`config.mk`:
```
export PLATFORM = sky130hd
export DESIGN_NAME = vector_alu_sequencer_flat
export DESIGN_NICKNAME = d
export VERILOG_FILES = /design/src/rtl/vector_alu_sequencer_if.sv /design/src/rtl/vector_alu_sequencer.sv /design/src/flat_wrapper.sv
export SDC_FILE = /design/constraint.sdc
export NUM_CORES = 1
export LEC_CHECK = 0
export ABC_AREA = 1
export BUFFER_PORTS_ARGS = -buffer_cell sky130_fd_sc_hd__buf_2
export CAP_MARGIN = 10
export CORE_MARGIN = 1
export CORE_UTILIZATION = 49
export DETAILED_ROUTE_END_ITERATION = 10
export PLACE_DENSITY_LB_ADDON = 0.2
export RECOVER_POWER = 50
export SYNTH_ARGS = -nofsm -noshare
export SYNTH_HDL_FRONTEND = slang
export SYNTH_SLANG_ARGS = --single-unit
```
`constraint.sdc`:
```
create_clock -name clk -period 3.96 [get_ports clk]
set_clock_uncertainty 0.15 [all_clocks]
set_input_delay 0.396 -clock clk [delete_from_list [all_inputs] [get_ports clk]]
set_output_delay 0.396 -clock clk [all_outputs]
set_load 0.02 [all_outputs]
```
`src/rtl/vector_alu_sequencer_if.sv`:
```
// vector_alu_sequencer_if: handshake, register-file and ALU signals shared by execute and the vector sequencer
interface vector_alu_sequencer_if #(
    parameter int VLEN = 4,
    parameter int DW   = 16
);
    localparam int EW = (VLEN > 1) ? $clog2(VLEN) : 1;
    logic          start_valid;
    logic          start_ready;
    logic [3:0]    op;
    logic [3:0]    va;
    logic [3:0]    vb;
    logic [3:0]    vt;
    logic [3:0]    vrf_ra_idx;
    logic [3:0]    vrf_rb_idx;
    logic [EW-1:0] vrf_elem;
    logic [DW-1:0] vrf_ra_val;
    logic [DW-1:0] vrf_rb_val;
    logic          vrf_we;
    logic [3:0]    vrf_waddr;
    logic [DW-1:0] vrf_wdata;
    logic          alu_sel;
    logic [DW-1:0] alu_a;
    logic [DW-1:0] alu_b;
    logic [1:0]    alu_op;
    logic [DW-1:0] alu_result;
    logic          scalar_req;
    logic          scalar_gnt;
    logic          rf_we;
    logic [3:0]    rf_waddr;
    logic [DW-1:0] rf_wdata;
    logic          busy;
    logic          done;
    modport master (
        output start_valid, op, va, vb, vt, vrf_ra_val, vrf_rb_val, alu_result, scalar_req,
        input  start_ready, vrf_ra_idx, vrf_rb_idx, vrf_elem, vrf_we, vrf_waddr, vrf_wdata,
               alu_sel, alu_a, alu_b, alu_op, scalar_gnt, rf_we, rf_waddr, rf_wdata, busy, done
    );
    modport slave (
        input  start_valid, op, va, vb, vt, vrf_ra_val, vrf_rb_val, alu_result, scalar_req,
        output start_ready, vrf_ra_idx, vrf_rb_idx, vrf_elem, vrf_we, vrf_waddr, vrf_wdata,
               alu_sel, alu_a, alu_b, alu_op, scalar_gnt, rf_we, rf_waddr, rf_wdata, busy, done
    );
endinterface

```
`src/rtl/vector_alu_sequencer.sv`:
```
// vector_alu_sequencer: steps vector ops element by element through the shared ALU, alternating fairly with scalar requests
module vector_alu_sequencer #(
    parameter int VLEN = 4,
    parameter int DW   = 16
) (
    input logic                    clk,
    input logic                    rst_n,
    vector_alu_sequencer_if.slave  bus
);
    localparam int         EW      = (VLEN > 1) ? $clog2(VLEN) : 1;
    localparam logic [3:0] OP_VDOT = 4'b1110;

    typedef enum logic [1:0] {IDLE, RUN, FINISH} state_t;

    state_t        state_q, state_d;
    logic [3:0]    op_q, op_d, va_q, va_d, vb_q, vb_d, vt_q, vt_d;
    logic [EW-1:0] elem_q, elem_d;
    logic [DW-1:0] acc_q, acc_d;
    logic          last_vec_q, last_vec_d;
    logic          vec_cyc, is_vdot, op_legal;

    assign is_vdot  = op_q == OP_VDOT;
    assign op_legal = bus.op inside {4'b1000, 4'b1001, 4'b1010, 4'b1011, OP_VDOT};
    // the scalar side only wins a RUN cycle if the vector side had the previous one
    assign vec_cyc  = (state_q == RUN) && !(bus.scalar_req && last_vec_q);

    // State and operand registers; reset discards any op in flight
    always_ff @(posedge clk or negedge rst_n) begin
        if (!rst_n) begin
            state_q    <= IDLE;
            op_q       <= '0;
            va_q       <= '0;
            vb_q       <= '0;
            vt_q       <= '0;
            elem_q     <= '0;
            acc_q      <= '0;
            last_vec_q <= 1'b0;
        end else begin
            state_q    <= state_d;
            op_q       <= op_d;
            va_q       <= va_d;
            vb_q       <= vb_d;
            vt_q       <= vt_d;
            elem_q     <= elem_d;
            acc_q      <= acc_d;
            last_vec_q <= last_vec_d;
        end
    end

    // Next state: accept in IDLE, advance one element per vector cycle, single FINISH cycle
    always_comb begin
        state_d    = state_q;
        op_d       = op_q;
        va_d       = va_q;
        vb_d       = vb_q;
        vt_d       = vt_q;
        elem_d     = elem_q;
        acc_d      = acc_q;
        last_vec_d = last_vec_q;
        case (state_q)
            IDLE: if (bus.start_valid) begin
                op_d       = bus.op;
                va_d       = bus.va;
                vb_d       = bus.vb;
                vt_d       = bus.vt;
                elem_d     = '0;
                acc_d      = '0;
                last_vec_d = 1'b0;
                state_d    = op_legal ? RUN : FINISH;
            end
            RUN: if (vec_cyc) begin
                acc_d      = is_vdot ? acc_q + bus.alu_result : acc_q;
                elem_d     = elem_q + 1'b1;
                last_vec_d = 1'b1;
                state_d    = (elem_q == EW'(VLEN - 1)) ? FINISH : RUN;
            end else begin
                last_vec_d = 1'b0;
            end
            default: state_d = IDLE;
        endcase
    end

    assign bus.start_ready = state_q == IDLE;
    assign bus.busy        = state_q != IDLE;
    assign bus.done        = state_q == FINISH;
    assign bus.alu_sel     = vec_cyc;
    assign bus.scalar_gnt  = bus.scalar_req && !vec_cyc;
    assign bus.vrf_ra_idx  = va_q;
    assign bus.vrf_rb_idx  = vb_q;
    assign bus.vrf_elem    = elem_q;
    assign bus.alu_a       = vec_cyc ? bus.vrf_ra_val : '0;
    assign bus.alu_b       = vec_cyc ? bus.vrf_rb_val : '0;
    // opcode low bits already encode the ALU function, and vdot's low bits select mul
    assign bus.alu_op      = vec_cyc ? op_q[1:0] : 2'b00;
    assign bus.vrf_we      = vec_cyc && !is_vdot;
    assign bus.vrf_waddr   = bus.vrf_we ? vt_q : '0;
    assign bus.vrf_wdata   = bus.vrf_we ? bus.alu_result : '0;
    assign bus.rf_we       = (state_q == FINISH) && is_vdot;
    assign bus.rf_waddr    = bus.rf_we ? vt_q : '0;
    assign bus.rf_wdata    = bus.rf_we ? acc_q : '0;
endmodule

```
`src/flat_wrapper.sv`:
```
// flat-port wrapper written by rule: the top's interface ports become plain ports
module vector_alu_sequencer_flat 
#(
    parameter int VLEN = 4,
    parameter int DW   = 16
)
  (clk, rst_n, bus_start_valid, bus_op, bus_va, bus_vb, bus_vt, bus_vrf_ra_val, bus_vrf_rb_val, bus_alu_result, bus_scalar_req, bus_start_ready, bus_vrf_ra_idx, bus_vrf_rb_idx, bus_vrf_elem, bus_vrf_we, bus_vrf_waddr, bus_vrf_wdata, bus_alu_sel, bus_alu_a, bus_alu_b, bus_alu_op, bus_scalar_gnt, bus_rf_we, bus_rf_waddr, bus_rf_wdata, bus_busy, bus_done);
  vector_alu_sequencer_if #(.VLEN(VLEN), .DW(DW)) bus_i ();
  input logic clk;
  input logic rst_n;
  input wire logic [$bits(bus_i.start_valid)-1:0] bus_start_valid;
  input wire logic [$bits(bus_i.op)-1:0] bus_op;
  input wire logic [$bits(bus_i.va)-1:0] bus_va;
  input wire logic [$bits(bus_i.vb)-1:0] bus_vb;
  input wire logic [$bits(bus_i.vt)-1:0] bus_vt;
  input wire logic [$bits(bus_i.vrf_ra_val)-1:0] bus_vrf_ra_val;
  input wire logic [$bits(bus_i.vrf_rb_val)-1:0] bus_vrf_rb_val;
  input wire logic [$bits(bus_i.alu_result)-1:0] bus_alu_result;
  input wire logic [$bits(bus_i.scalar_req)-1:0] bus_scalar_req;
  output wire logic [$bits(bus_i.start_ready)-1:0] bus_start_ready;
  output wire logic [$bits(bus_i.vrf_ra_idx)-1:0] bus_vrf_ra_idx;
  output wire logic [$bits(bus_i.vrf_rb_idx)-1:0] bus_vrf_rb_idx;
  output wire logic [$bits(bus_i.vrf_elem)-1:0] bus_vrf_elem;
  output wire logic [$bits(bus_i.vrf_we)-1:0] bus_vrf_we;
  output wire logic [$bits(bus_i.vrf_waddr)-1:0] bus_vrf_waddr;
  output wire logic [$bits(bus_i.vrf_wdata)-1:0] bus_vrf_wdata;
  output wire logic [$bits(bus_i.alu_sel)-1:0] bus_alu_sel;
  output wire logic [$bits(bus_i.alu_a)-1:0] bus_alu_a;
  output wire logic [$bits(bus_i.alu_b)-1:0] bus_alu_b;
  output wire logic [$bits(bus_i.alu_op)-1:0] bus_alu_op;
  output wire logic [$bits(bus_i.scalar_gnt)-1:0] bus_scalar_gnt;
  output wire logic [$bits(bus_i.rf_we)-1:0] bus_rf_we;
  output wire logic [$bits(bus_i.rf_waddr)-1:0] bus_rf_waddr;
  output wire logic [$bits(bus_i.rf_wdata)-1:0] bus_rf_wdata;
  output wire logic [$bits(bus_i.busy)-1:0] bus_busy;
  output wire logic [$bits(bus_i.done)-1:0] bus_done;
  assign bus_i.start_valid = bus_start_valid;
  assign bus_i.op = bus_op;
  assign bus_i.va = bus_va;
  assign bus_i.vb = bus_vb;
  assign bus_i.vt = bus_vt;
  assign bus_i.vrf_ra_val = bus_vrf_ra_val;
  assign bus_i.vrf_rb_val = bus_vrf_rb_val;
  assign bus_i.alu_result = bus_alu_result;
  assign bus_i.scalar_req = bus_scalar_req;
  assign bus_start_ready = bus_i.start_ready;
  assign bus_vrf_ra_idx = bus_i.vrf_ra_idx;
  assign bus_vrf_rb_idx = bus_i.vrf_rb_idx;
  assign bus_vrf_elem = bus_i.vrf_elem;
  assign bus_vrf_we = bus_i.vrf_we;
  assign bus_vrf_waddr = bus_i.vrf_waddr;
  assign bus_vrf_wdata = bus_i.vrf_wdata;
  assign bus_alu_sel = bus_i.alu_sel;
  assign bus_alu_a = bus_i.alu_a;
  assign bus_alu_b = bus_i.alu_b;
  assign bus_alu_op = bus_i.alu_op;
  assign bus_scalar_gnt = bus_i.scalar_gnt;
  assign bus_rf_we = bus_i.rf_we;
  assign bus_rf_waddr = bus_i.rf_waddr;
  assign bus_rf_wdata = bus_i.rf_wdata;
  assign bus_busy = bus_i.busy;
  assign bus_done = bus_i.done;
  vector_alu_sequencer #(.VLEN(VLEN), .DW(DW)) u_core (.clk(clk), .rst_n(rst_n), .bus(bus_i));
endmodule
```
==> Word level (Yosys, flattened, before mapping) <==
Index checks and enable logic that the tools add are counted.
{ "op_classes": {"n_lt_le_gt_ge": 0, "n_mul": 0, "div": 0, "n_mux": 22, "shift": 0, "addsub": 2, "bitwise": 0, "reduce_logical": 17, "n_eq_ne": 12} }
{ "ops": {"columns": ["op", "n"], "rows": [
  ["16-bit 2-to-1 mux", 7],
  ["16-bit case mux with 2 select lines", 1],
  ["4-bit == test (second input constant)", 6],
  ["16-bit adder", 1],
  ["2-bit 2-to-1 mux", 7],
  ["4-bit 2-to-1 mux", 2],
  ["2-bit case mux with 2 select lines", 2],
  ["2-bit AND reduction", 3],
  ["1-bit logical AND", 5],
  ["5-bit nonzero test", 1],
  ["2-bit == test (second input constant)", 2],
  ["2-bit by 1-bit inequality test with 1-bit output (second input constant)", 2],
  ["4-bit AND reduction", 1],
  ["2-bit nonzero test", 2],
  ["1-bit logical NOT", 3],
  ["3-bit AND reduction", 1],
  ["2-bit by 1-bit adder with 2-bit output (second input constant)", 1],
  ["2-bit by 1-bit == test with 1-bit output (second input constant)", 1],
  ["2-bit logical NOT", 1],
  ["1-bit 2-to-1 mux", 2],
  ["2-bit inequality test (second input constant)", 1],
  ["1-bit case mux with 2 select lines", 1]
]} }
{ "word_totals": {"out_inout_bits": 91, "mem_bits_rw": 0, "latch_bits": 0, "wordCells": 61, "ff_bits": 37, "n_memories": 0, "romBits": 0} }

==> Longest topological paths before layout <==
{ "logic_depth": {"ltp_word": 5, "depth_mapped": 11, "depth_no_buf": 11} }

==> Least setup slack after synthesis <==
Ideal clock, no wire load.
{ "synth_timing": {"path_kind": "register -> output", "startpoint": "reg u_core.state_q[1]", "endpoint": "out bus_vrf_waddr[0]", "arrival_time_ns": 1.449, "path_buffers": 1, "slack_ns": 1.965, "stages_incl_launch_ff": 7, "required_ns": 3.414, "path_cell_list": "dfrtp_1 > nor2_4 > nand2_2 > nor2_2 > inv_1 > buf_2 > nor2_1"} }
{ "synth_between": {"elab_chain_cells": 4} }
{ "synth_rtl": {"columns": ["element", "line", "source"], "rows": [
  ["from (decl)", "vector_alu_sequencer.sv:15", "state_t state_q, state_d;"],
  ["from (signal assigned)", "vector_alu_sequencer.sv:39", "state_q <= state_d;"],
  ["2-bit by 1-bit == test with 1-bit output", "vector_alu_sequencer.sv:25", "assign vec_cyc = (state_q == RUN) && !(bus.scalar_req && last_vec_q);"],
  ["1-bit logical AND", "vector_alu_sequencer.sv:25", null],
  ["1-bit logical AND", "vector_alu_sequencer.sv:95", "assign bus.vrf_we = vec_cyc && !is_vdot;"],
  ["via bus_vrf_we", "flat_wrapper.sv:24", "output wire logic [$bits(bus_i.vrf_we)-1:0] bus_vrf_we;"],
  ["4-bit 2-to-1 mux", "vector_alu_sequencer.sv:96", "assign bus.vrf_waddr = bus.vrf_we ? vt_q : '0;"],
  ["to (decl)", "flat_wrapper.sv:25", "output wire logic [$bits(bus_i.vrf_waddr)-1:0] bus_vrf_waddr;"]
]} }
The timed path passes the listed nets, and every way through them passes these cells.

==> Worst setup path after layout <==
{ "layout_timing": {"startpoint": "reg u_core.state_q[1]", "endpoint": "out bus_vrf_wdata[15]"} }
{ "layout_between": {"elab_chain_cells": 4} }
{ "layout_rtl": {"columns": ["element", "line", "source"], "rows": [
  ["2-bit by 1-bit == test with 1-bit output", "vector_alu_sequencer.sv:25", null],
  ["1-bit logical AND", "vector_alu_sequencer.sv:25", null],
  ["1-bit logical AND", "vector_alu_sequencer.sv:95", null],
  ["16-bit 2-to-1 mux", "vector_alu_sequencer.sv:97", "assign bus.vrf_wdata = bus.vrf_we ? bus.alu_result : '0;"],
  ["to (decl)", "flat_wrapper.sv:26", "output wire logic [$bits(bus_i.vrf_wdata)-1:0] bus_vrf_wdata;"]
]} }
Every way passes these cells.

==> impl_metrics.ini <==
[setup_path]
rrSetupSlack_ns = 1.43
path_buf_inv = 2
crit_path_max_incr_delay_ns = 0.43
critPathTopFamily = simple AND/OR/NAND/NOR gates
start_kind = flip-flop
cp.arrival_ns = 2.31
cp_slowest_cell = dfrtp_1
critPathKind = reg -> out
cp_data_required_time_ns = 3.41
regToRegEndpoint = u_core.acc_q[7]
timing.rr.start = u_core.state_q[1]
critical_path.cell_chain = nor2_4, nand2_2, nor2_2, inv_1, nor2_1, buf_2
worstRegToRegCells = 6
cp-end-kind = primary output
path_max_fanout = 41

[global_route]
grt_pass1_wl_um = 12700
gr-total-overflow = 0
grt_usage = 0.256
grt_pass1_vias = 3053
grt_max_degree = 42
antenna_found_initial = 0

[hold_path]
hold_path_depth = 2
whs_endpoint = u_core.bus.vrf_rb_idx[0]
min_from = bus_vb[0]
hp-class = in -> reg

[timing]
slew_viol_final = 38
finalCritPeriodShare = 0.722
setup_viol = 0
finalSetupTns_ns = 0
fin_worst_hold_slack_ns = 0.163
tightest_slew_ns = 2.01
fin_crit_ns = 2.86
slew_headroom = -0.338
rsz0062_at_grt = false
max_freq_mhz = 350
hold_viol_final = 0

[synth]
yosys.area.top_type_share = 0.315
synth_compound_area_frac = 0.0609
synthTopCellsByCount = inv_1 (117), nand2_1 (102), nor2_1 (93)
synthCells = 466
synth_cell_types = 28
synth_edf_count = 0
syn-num-nets = 551
netlist_area_mm2 = 0.00294
ys_ff_latch = 37
synth_top_family_by_area = simple AND/OR/NAND/NOR gates
ys_seq_area_frac = 0.315
synth_xor_area_frac = 0.0119
muxShareOfSynthArea = 0.0383
synth_area_leaders = dfrtp_1 (32%), inv_1 (15%), nand2_1 (13%), nor2_1 (12%), ha_1 (6.8%)
synth_simple_gate_area_frac = 0.327
synthArstFlopShare = 1.00
yosys.area_share.adder = 0.0750
yosysTopAreaCell = dfrtp_1
synthFlopType = dfrtp_1
synth.most_common_cell = inv_1
yosys_warnings = 0
syn_area_per_cell_um2 = 6.30

[route]
vias = 3218
drt-total-wl_um = 7610
drt_iter0_drc = 121
viasPerCell = 4.64
drc = 0
drt-pass1-iter-count = 5
antenna_left = 0
wl_per_cell_um = 11.0

[cts]
numCtsBuffers = 5
cts-root-buf = clkbuf_8
clk_path_buf_depth = 2
htreeDepth = 2
cts_sinks = 37
post_cts_buffers = 0
hold_buffers = 0
tritoncts = yes
cts_resized = 0
path_clk_slew_ns = 0.09
clk_latency_ns = 0.30

[outcome]
status = finished with violations
failed_checks = max-capacitance violations, max-slew violations

[pwr]
clkPwrFrac = 0.118
power.leakage_nw = 2.57
intPower_mw = 1.16
peakVddDrop_mv = 0.557
p_sw_mw = 1.26
p_seq_frac = 0.261
swShare = 0.521
power.density_mw_per_mm2 = 632
p_comb_frac = 0.620

[cells_and_area]
synthToLayoutAreaGrowth_pct = 30.4
diodes = 0
fin_nets = 706
design_area_mm2 = 0.00383
fillers = 529
stdcell_count = 694
drive_above_1_share = 0.272

[placement]
dpl_cell_area_mm2 = 0.00376
dpl.cell_count = 686
dp_hpwl_um = 6030
gp_congestion = 0.852
portBuffers = 158

[floorplan]
dieArea_mm2 = 0.00631
initial_core_util = 0.521
row_count = 27
fp.dieW_um = 79.4
ios = 159
fp.dieH_um = 79.4
core_area_mm2 = 0.00564

[job]
max-cap-violations = 1
[final cells by class]
type / count / area, um2 / share of cell area
multi-input cells: 299 / 1490 / 0.390
flip-flops and latches: 37 / 926 / 0.242
repair buffers: 158 / 773 / 0.202
inverters: 120 / 452 / 0.118
well taps: 72 / 90.1 / 0.0235
clock buffers: 5 / 68.8 / 0.0180
clock inverters: 3 / 25.0 / 0.00654
[logic make-up (layout without fill, tap and decap cells)]
group	after synthesis	count (layout)
compound gates	34	34
flops	37	37
buf+inv	130	286
fa+ha+maj	17	17
xor+xnor	4	4
simple gates	234	234
mux	10	10
[power groups by stage]
stage / clock network [mW] / logic (mW) / registers [mW]
floorplan: 0 / 1.07 / 0.688
global placement: 0 / 1.51 / 0.632
detailed placement: 0 / 1.54 / 0.642
CTS: 0.292 / 1.55 / 0.634
global route: 0.306 / 1.70 / 0.653
finish: 0.286 / 1.50 / 0.633
[through the flow]
stage / power (mW) / worst slack [ns] / util
floorplan: 1.75 / 1.96 / -
global placement: 2.14 / 1.42 / 0.667
finish: 2.42 / 1.10 / 0.679
CTS: 2.47 / 1.07 / 0.684
global route: 2.65 / 0.882 / 0.679
detailed placement: 2.18 / 1.39 / 0.667
[flip-flops by register name, summed over array words and instances (netlist names)]
register               flops
u_core.op_q                4
u_core.acc_q              16
u_core.state_q             2
u_core.bus.vrf_ra_idx      4
u_core.bus.vrf_rb_idx      4
u_core.bus.vrf_elem        2
u_core.last_vec_q          1
u_core.vt_q                4
[worst max-delay path by stage]
| stage | startpoint | to | slack, ns | depth (start not counted) |
|---|---|---|---|---|
| 2_1_floorplan | u_core.state_q[1] | bus_vrf_waddr[0] | 1.96 | 6 |
| 3_3_place_gp | bus_scalar_req | bus_vrf_wdata[15] | 1.42 | 7 |
| 3_5_place_dp | bus_scalar_req | bus_vrf_wdata[15] | 1.39 | 7 |
| 4_1_cts | u_core.state_q[1] | bus_vrf_wdata[15] | 1.07 | 6 |
| 5_1_grt | u_core.state_q[1] | bus_vrf_wdata[15] | 0.88 | 6 |
| 6_report | u_core.state_q[1] | bus_vrf_wdata[15] | 1.10 | 6 |
[routing by layer]
layer | up-vias | global-route usage | part of all wire
li1 | 1690 | - | -
met2 | 105 | 0.476 | 0.51
met4 | 0 | 0.0836 | 0.014
met5 | - | 0 | 0
met1 | 1411 | 0.288 | 0.42
met3 | 12 | 0.0549 | 0.057
[cell usage in the layout (no fill, tap or decap), types with 2 or more instances in the layout]
master / n
nand2_1: 104
nand4_1: 2
dfrtp_1: 37
nor3_1: 3
inv_1: 118
clkbuf_1: 14
ha_1: 16
o21ai_0: 12
nand3b_1: 2
o22ai_1: 5
a21oi_1: 15
nor2_1: 94
buf_2: 144
clkbuf_8: 5
xor2_1: 3
mux2_2: 10
nand3_1: 24
(Power assumes the default switching activity.)
